<file path="src/rtl/alu_src_b_pkg.sv">
// Shared definitions for the ALU source-B operand stage: select encodings and
// the state encoding of the two-entry operand skid buffer.
package alu_src_b_pkg;

    localparam logic [2:0] SRC_B_REG     = 3'd0;
    localparam logic [2:0] SRC_B_INC     = 3'd1;
    localparam logic [2:0] SRC_B_SEXT    = 3'd2;
    localparam logic [2:0] SRC_B_MDR     = 3'd3;
    localparam logic [2:0] SRC_B_SEXT_SL = 3'd4;
    localparam logic [2:0] SRC_B_ZEXT    = 3'd5;
    localparam logic [2:0] SRC_B_LUI     = 3'd6;

    typedef enum logic [1:0] {
        StEmpty = 2'd0,
        StOne   = 2'd1,
        StFull  = 2'd2
    } buf_state_e;

endpackage

</file>
<file path="src/rtl/operand_skid_buffer.sv">
// Two-entry valid/ready skid buffer: main drives the output, skid absorbs one
// extra accept while main is stalled. in_ready is registered.
module operand_skid_buffer
    import alu_src_b_pkg::*;
#(
    parameter int unsigned WIDTH = 32
) (
    input  logic             clk,
    input  logic             reset_n,
    input  logic             in_valid,
    output logic             in_ready,
    input  logic [WIDTH-1:0] in_data,
    output logic             out_valid,
    input  logic             out_ready,
    output logic [WIDTH-1:0] out_data
);

    buf_state_e       state_q, state_d;
    logic [WIDTH-1:0] main_q, main_d;
    logic [WIDTH-1:0] skid_q, skid_d;
    logic             in_ready_q, in_ready_d;
    logic             accept;
    logic             drain;

    assign accept = in_valid && in_ready_q;
    assign drain  = (state_q != StEmpty) && out_ready;

    always_comb begin
        state_d = state_q;
        main_d  = main_q;
        skid_d  = skid_q;
        unique case (state_q)
            StEmpty: begin
                if (accept) begin
                    main_d  = in_data;
                    state_d = StOne;
                end
            end
            StOne: begin
                if (accept && drain) begin
                    main_d = in_data;
                end else if (accept) begin
                    skid_d  = in_data;
                    state_d = StFull;
                end else if (drain) begin
                    state_d = StEmpty;
                end
            end
            StFull: begin
                if (drain) begin
                    main_d  = skid_q;
                    state_d = StOne;
                end
            end
            default: state_d = StEmpty;
        endcase
        in_ready_d = (state_d != StFull);
    end

    always_ff @(posedge clk or negedge reset_n) begin
        if (!reset_n) begin
            state_q    <= StEmpty;
            main_q     <= '0;
            skid_q     <= '0;
            in_ready_q <= 1'b0;
        end else begin
            state_q    <= state_d;
            main_q     <= main_d;
            skid_q     <= skid_d;
            in_ready_q <= in_ready_d;
        end
    end

    assign in_ready  = in_ready_q;
    assign out_valid = (state_q != StEmpty);
    assign out_data  = main_q;

endmodule

</file>
<file path="src/rtl/alu_operand_b_stage.sv">
// Registered ALU source-B operand select/extend stage with skid-buffered output.
// Define ALU_SRC_B_LUI_EN to make select 6 a load-upper-immediate operand.
module alu_operand_b_stage
    import alu_src_b_pkg::*;
#(
    parameter int unsigned WIDTH     = 32,
    parameter int unsigned IMM_W     = 16,
    parameter int unsigned CONST_INC = 4,
    parameter int unsigned SHIFT     = 2
) (
    input  logic             clk,
    input  logic             reset_n,
    input  logic             in_valid,
    output logic             in_ready,
    input  logic [2:0]       sel,
    input  logic [WIDTH-1:0] reg_b,
    input  logic [WIDTH-1:0] mdr,
    input  logic [IMM_W-1:0] imm,
    output logic             out_valid,
    input  logic             out_ready,
    output logic [WIDTH-1:0] operand,
    output logic             sel_err,
    input  logic             err_clr
);

    logic [WIDTH-1:0] imm_sext;
    logic [WIDTH-1:0] imm_zext;
    logic [WIDTH-1:0] selected;
    logic             legal;
    logic             accept;
    logic             sel_err_q, sel_err_d;

    assign imm_sext = {{(WIDTH-IMM_W){imm[IMM_W-1]}}, imm};
    assign imm_zext = {{(WIDTH-IMM_W){1'b0}}, imm};
    assign accept   = in_valid && in_ready;

    always_comb begin
        selected = '0;
        legal    = 1'b1;
        case (sel)
            SRC_B_REG:     selected = reg_b;
            SRC_B_INC:     selected = WIDTH'(CONST_INC);
            SRC_B_SEXT:    selected = imm_sext;
            SRC_B_MDR:     selected = mdr;
            SRC_B_SEXT_SL: selected = imm_sext << SHIFT;
            SRC_B_ZEXT:    selected = imm_zext;
`ifdef ALU_SRC_B_LUI_EN
            SRC_B_LUI:     selected = imm_zext << 16;
`endif
            default:       legal    = 1'b0;
        endcase
    end

    // An illegal accept sets the flag and wins over a same-cycle clear.
    always_comb begin
        sel_err_d = sel_err_q;
        if (accept && !legal) begin
            sel_err_d = 1'b1;
        end else if (err_clr) begin
            sel_err_d = 1'b0;
        end
    end

    always_ff @(posedge clk or negedge reset_n) begin
        if (!reset_n) begin
            sel_err_q <= 1'b0;
        end else begin
            sel_err_q <= sel_err_d;
        end
    end

    assign sel_err = sel_err_q;

    // Illegal requests are consumed here and never reach the buffer.
    operand_skid_buffer #(
        .WIDTH (WIDTH)
    ) u_skid (
        .clk       (clk),
        .reset_n   (reset_n),
        .in_valid  (in_valid && legal),
        .in_ready  (in_ready),
        .in_data   (selected),
        .out_valid (out_valid),
        .out_ready (out_ready),
        .out_data  (operand)
    );

endmodule

</file>
<file path="config.mk">
export PLATFORM = sky130hd
export DESIGN_NAME = alu_operand_b_stage
export DESIGN_NICKNAME = d
export VERILOG_FILES = /design/src/rtl/alu_src_b_pkg.sv /design/src/rtl/operand_skid_buffer.sv /design/src/rtl/alu_operand_b_stage.sv
export SDC_FILE = /design/constraint.sdc
export NUM_CORES = 1
export LEC_CHECK = 0
export BUFFER_PORTS_ARGS = -buffer_cell sky130_fd_sc_hd__buf_2
export CORE_MARGIN = 3
export CORE_UTILIZATION = 45
export DETAILED_ROUTE_END_ITERATION = 7
export PLACE_DENSITY = 0.82
export SYNTH_ARGS = -nofsm -noshare
export SYNTH_HDL_FRONTEND = slang
export SYNTH_SLANG_ARGS = --single-unit
</file>
<file path="constraint.sdc">
create_clock -name clk -period 4.7 [get_ports clk]
set_input_delay 0.47 -clock clk [delete_from_list [all_inputs] [get_ports clk]]
set_output_delay 0.47 -clock clk [all_outputs]
set_load 0.05 [all_outputs]
</file>
; Yosys cells after proc, flatten, opt, wreduce, memory -nomap -nowiden
; Cells that the tools add are included.
[word_totals]
register_bits = 68
[op_classes]
n_reduce_logical = 15
bitwise_logic = 1
n_eq_ne = 11
n_mux = 14
[ops]
columns = op, n
row1 = $pmux 32 s6, 1
row2 = $mux 32, 3
row3 = $pmux 32 s3, 1
row4 = $mux 2, 5
row5 = $eq 3x2->1 const B, 2
row6 = $eq 3x3->1 const B, 2
row7 = $logic_and 1x1->1, 6
row8 = $ne 2x1->1 const B, 3
row9 = $pmux 2 s3, 1
row10 = $reduce_or 6->1, 1
row11 = $reduce_and 4->1, 1
row12 = $reduce_bool 2->1, 2
row13 = $eq 3x1->1 const B, 1
row14 = $logic_not 3->1, 1
row15 = $mux 1, 3
row16 = $reduce_and 3->1, 1
row17 = $reduce_bool 3->1, 1
row18 = $eq 2x1->1 const B, 1
row19 = $eq 2x2->1 const B, 1
row20 = $logic_not 2->1, 1
row21 = $ne 2x2->1 const B, 1
row22 = $logic_not 1->1, 1
row23 = $not 1->1, 1

; Logic depth before layout (Yosys ltp)
[logic_depth]
depth_word = 9
ltp_mapped = 7
depth_no_buf = 4

; Modules after synthesis
; A second synthesis with hierarchy kept.
[hier_totals]
hier_cells = 330
hier_area_um2 = 3970.1
[by_module_without_submodules]
columns = module, area_each_um2, n_inst, cells_each
row1 = operand_skid_buffer, 2934.1, 1, 186
row2 = alu_operand_b_stage, 1036.0, 1, 144

; Worst setup path after synthesis
; OpenSTA, ideal clock, no wires.
[synth_timing]
kind = register to register
from = register u_skid.in_ready_q, in the netlist u_skid.in_ready
to = register u_skid.skid_q[22]
t_arrival_ps = 1680
period_less_slack_ps = 1805
t_required_ps = 4575
stages_incl_launch_ff = 5
path_slack_ps = 2895
setup_ps = 125
path_buffers = 1
cell_sequence = dfrtp_1 -> nand2_1 -> nor4_4 -> buf_6 -> mux2_4
[synth_via]
elab_chain_len = 4
[synth_rtl]
columns = item, line_no
row1 = "start, declared", operand_skid_buffer.sv:21  ; logic in_ready_q, in_ready_d;
row2 = "start signal, assigned", operand_skid_buffer.sv:70  ; in_ready_q <= in_ready_d;
row3 = $logic_and 1x1->1 (*), operand_skid_buffer.sv:25  ; assign accept = in_valid && in_ready_q;
row4 = $logic_and 1x1->1, operand_skid_buffer.sv:40  ; if (accept && drain) begin
row5 = $not 1->1 (no source line), -
row6 = $reduce_and 3->1 (no source line) (*), -
row7 = "end signal, assigned", operand_skid_buffer.sv:69  ; skid_q <= skid_d;
row8 = "end, declared", operand_skid_buffer.sv:20  ; logic [WIDTH-1:0] skid_q, skid_d;
; Every way passes the cells marked *; elsewhere a longest branch is shown, timed or not.
; A chain may end at the register's enable or synchronous reset.

; Worst setup path in the final report
[layout_timing]
from = input sel[1]
to = register u_skid.skid_q[8]
[layout_via]
elab_chain_len = 8
elab_cells_between_ends = 14
[layout_rtl]
columns = item, line_no
row1 = "start, declared", alu_operand_b_stage.sv:15  ; input logic [2:0] sel,
row2 = $eq 3x3->1 (tied with other cells), alu_operand_b_stage.sv:40  ; case (sel)
row3 = $reduce_or 6->1 (no source line), -
row4 = $mux 1, alu_operand_b_stage.sv:40
row5 = $logic_and 1x1->1, alu_operand_b_stage.sv:80  ; .in_valid (in_valid && legal),
row6 = $logic_and 1x1->1, operand_skid_buffer.sv:25
row7 = $logic_and 1x1->1, operand_skid_buffer.sv:40
row8 = $not 1->1 (no source line), -
row9 = $reduce_and 3->1 (no source line), -
; Several ways; a longest one is shown, not always the timed one.

==> flow_summary.json <==
{
  "status": "completed",
  "placement_row_count": 33,
  "hold_class": "in -> async",
  "post-route-worst-setup-slack_ns": 2.28,
  "dp_hpwl_um": 7530,
  "crit-reg2reg-launch": "u_skid.state_q[0]$_DFF_PN0_",
  "cts.path.max_buffers": 2,
  "synth-seq-area-share": 0.430,
  "cp_max_fo": 37,
  "syn_inst": 387,
  "crit_path_max_incr_delay_ns": 1.00,
  "worstPathRequired_ns": 4.95,
  "drt_first_iter_violations": 311,
  "die_area_sq_mm": 0.00996,
  "place_ws_ns": 1.99,
  "grt_setup_unrepaired": "no",
  "worstSetupStartpointType": "primary input",
  "timing.critical_path.arrival_ns": 2.66,
  "ios": 123,
  "insertedDiodeCount": 0,
  "avgRoutedWirePerCell_um": 18.3,
  "postRouteAntennaNets": 0,
  "grt_first_pass_wirelength_um": 17600,
  "layout.cells.non_filler": 599,
  "min_period_over_period": 0.514,
  "tritoncts": "built",
  "drv_slew": 0,
  "synth.distinct_cells": 51,
  "placed_cells_incl_taps": 585,
  "timing.fmax_mhz": 414,
  "area_growth_syn_to_layout_pct": 19.3,
  "remaining_drc_errors": 0,
  "synth_enable_flop_cells": 0,
  "hold_viol": 0,
  "period_needed_ns": 2.42,
  "synthDominantCellAreaShare": 0.430,
  "yosysWarningCount": 0,
  "grt_max_degree": 69,
  "synthesis.nets": 475,
  "synth.avg_cell_area_sq_um": 10.2,
  "root_buffer": "clkbuf_8",
  "cts-htree-levels": 3,
  "grt_antenna_before_repair": 0,
  "total_leakage_power_nw": 2.31,
  "chip_height_um": 99.8,
  "total_negative_setup_slacks_ns": 0,
  "floorplan.die.width_um": 99.8,
  "nets": 579,
  "gr_overflow_total": 0,
  "crit_buf_inv": 1,
  "finClkSkew_ns": 0.00564,
  "worst_skew_pair.late_latency_ns": 0.35,
  "maxSlewHeadroom": 0.222,
  "crit_family": "simple AND/OR/NAND/NOR gates",
  "place.port_buffers": 122,
  "cts-resized-gates": 0,
  "finalWirelength_um": 10900,
  "cts_inserted_buffers": 9,
  "fill_cells": 763,
  "detail_route.first_pass.iterations": 5,
  "grt.total_usage": 0.220,
  "synthArstFlopShare": 1.00,
  "synth_top_cell_by_area": "dfrtp_1",
  "timing_worst_setup_path_type": "in -> reg",
  "cts_setup_buffers": 0,
  "ys_ff_latch": 68,
  "worst_setup_path_startpoint": "sel[1]",
  "clkSinkCount": 68,
  "clkSlewWorstSetupHoldPaths_ns": 0.07,
  "synthesis.area_sq_mm": 0.00396,
  "post_synth_main_area_contributors": "dfrtp_1 43%, mux2i_1 8.3%, nand2_1 4.0%",
  "max_cap_viol_count": 0,
  "critPathSlowestCell": "nor2b_2",
  "path_cells": "buf_2 > nor2b_2 > a221oi_1 > a31o_1 > o21ai_1",
  "number_of_global_route_vias_before_repair": 3603,
  "power_per_cell_area_mw_per_mm2": 552,
  "max_slew.worst_pin.slew_ns": 1.16,
  "viasPerCell": 6.04,
  "synth-main-ff-cell": "dfrtp_1",
  "finalWeightedCongestion": 0.775,
  "crit_path_end_kind": "flip-flop",
  "initial_core_util": 0.472,
  "ctsHoldBuffers": 0,
  "post_route_cells_drive_above_1_share": 0.328,
  "dr_total_vias": 3619,
  "peakVddDrop_v": 0.000389,
  "setup_viol": 0,
  "core-area_sq_mm": 0.00838
}
-- metal layers --
layer | track usage | part of all wire
met1 | 0.283 | 0.42
met3 | 0.0368 | 0.061
met4 | 0.101 | 0.035
met5 | 0 | 0
met2 | 0.364 | 0.49
-- Yosys cell counts, types with 4 or more instances --
cell type and n:
a22o_1 10, nor2b_1 6, dfrtp_1 68, mux2_2 5
a2bb2oi_1 5, nand2_1 42, nand3_1 12, a31oi_1 13
buf_2 11, a221oi_1 13, clkbuf_1 12, buf_4 6
a31o_1 12, a21oi_1 20, nor2_1 4, mux2i_1 33
o21ai_1 27, mux2_4 9, a21o_1 14, o21ai_0 9
mux2_1 12
-- state kept, by name (all words and copies together) (netlist names) --
name / count
sel_err: 1
u_skid.in_ready: 1
u_skid.out_data: 32
u_skid.skid_q: 32
u_skid.state_q: 2
-- where the power goes --
group	internal [W]	total [W]	leakage, nW	switching [W]
Clock	0.000238	0.000451	0.0890	0.000214
Combinational	0.000382	0.00115	1.36	0.000768
Sequential	0.000846	0.00100	0.864	0.000158
Total	0.00147	0.00261	2.31	0.00114
-- cells in the final DEF (no fill, tap or decap), types with 2 or more instances in the layout --
master	count
mux2_2	5
mux2_4	9
nand2_1	42
and2_1	2
inv_1	2
clkbuf_8	9
clkinv_2	2
nand4b_1	2
buf_4	4
mux2_1	12
a21o_1	14
a21oi_1	20
buf_2	122
dfrtp_1	68
a22o_1	10
a31oi_1	13
a221oi_1	13
or2_2	2
nand3b_1	2
nor2_1	4
o221ai_1	2
mux2i_1	33
o21ai_1	27
nand4_1	2
clkbuf_1	2
a221o_1	3
nand2b_1	3
nor2b_1	5
nand3_1	12
a2bb2oi_1	5
a31o_1	12
nor3_1	2
o21ai_0	9
-- worst register-to-register path, cell delays in order (launching register included) --
cell and delay (ns):
dfrtp_1 0.44, and2b_1 0.19, nand4_1 0.77, buf_4 0.50
nand2_1 0.10, o21ai_1 0.08
-- worst paths after layout --
path	slack (ns)	depth (start not counted)	endpoint
max reg2reg	2.51	5	u_skid.skid_q[15]$_DFFE_PN0P_
min in group clk	0.33	2	sel_err$_DFFE_PN0P_
min	0.28	2	u_skid.out_data[8]$_DFFE_PN0P_
max	2.28	5	u_skid.skid_q[8]$_DFFE_PN0P_
min reg2reg	0.49	2	u_skid.skid_q[5]$_DFFE_PN0P_
max in group asynchronous	3.83	2	u_skid.out_data[24]$_DFFE_PN0P_
-- layout make-up --
| cell class | instances | area [sq um] | share of cell area |
|---|---|---|---|
| multi-input cells | 283 | 2070 | 0.437 |
| flip-flops and latches | 68 | 1700 | 0.360 |
| repair buffers | 126 | 641 | 0.136 |
| clock buffers | 11 | 131 | 0.0278 |
| well taps | 105 | 131 | 0.0278 |
| clock inverters | 3 | 40.0 | 0.00848 |
| inverters | 3 | 11.3 | 0.00238 |
-- stage by stage --
| stage | power (W) | area (sq um) | utilization | hold slack [ns] |
|---|---|---|---|---|
| after floorplan | 0.00186 | 3960 | - | 0.174 |
| after global placement | 0.00213 | 4550 | 0.543 | 0.460 |
| after detailed placement | 0.00216 | 4550 | 0.543 | 0.466 |
| after CTS | 0.00261 | 4720 | 0.563 | 0.325 |
| after global routing | 0.00273 | 4720 | 0.563 | 0.340 |
| final | 0.00261 | 4720 | 0.563 | 0.284 |
-- cell families (layout without fill, tap and decap cells) --
| family | count (synthesis) | count (layout) | share of synthesized area |
|---|---|---|---|
| AO/OA/AOI/OAI | 135 | 135 | 0.235 |
| AND/OR/NAND/NOR | 88 | 88 | 0.118 |
| flip-flops | 68 | 68 | 0.430 |
| multiplexers | 59 | 59 | 0.166 |
| buffers and inverters | 36 | 143 | 0.0490 |
| XOR/XNOR | 1 | 1 | 0.00221 |
Power figures use the tool's default switching activity.
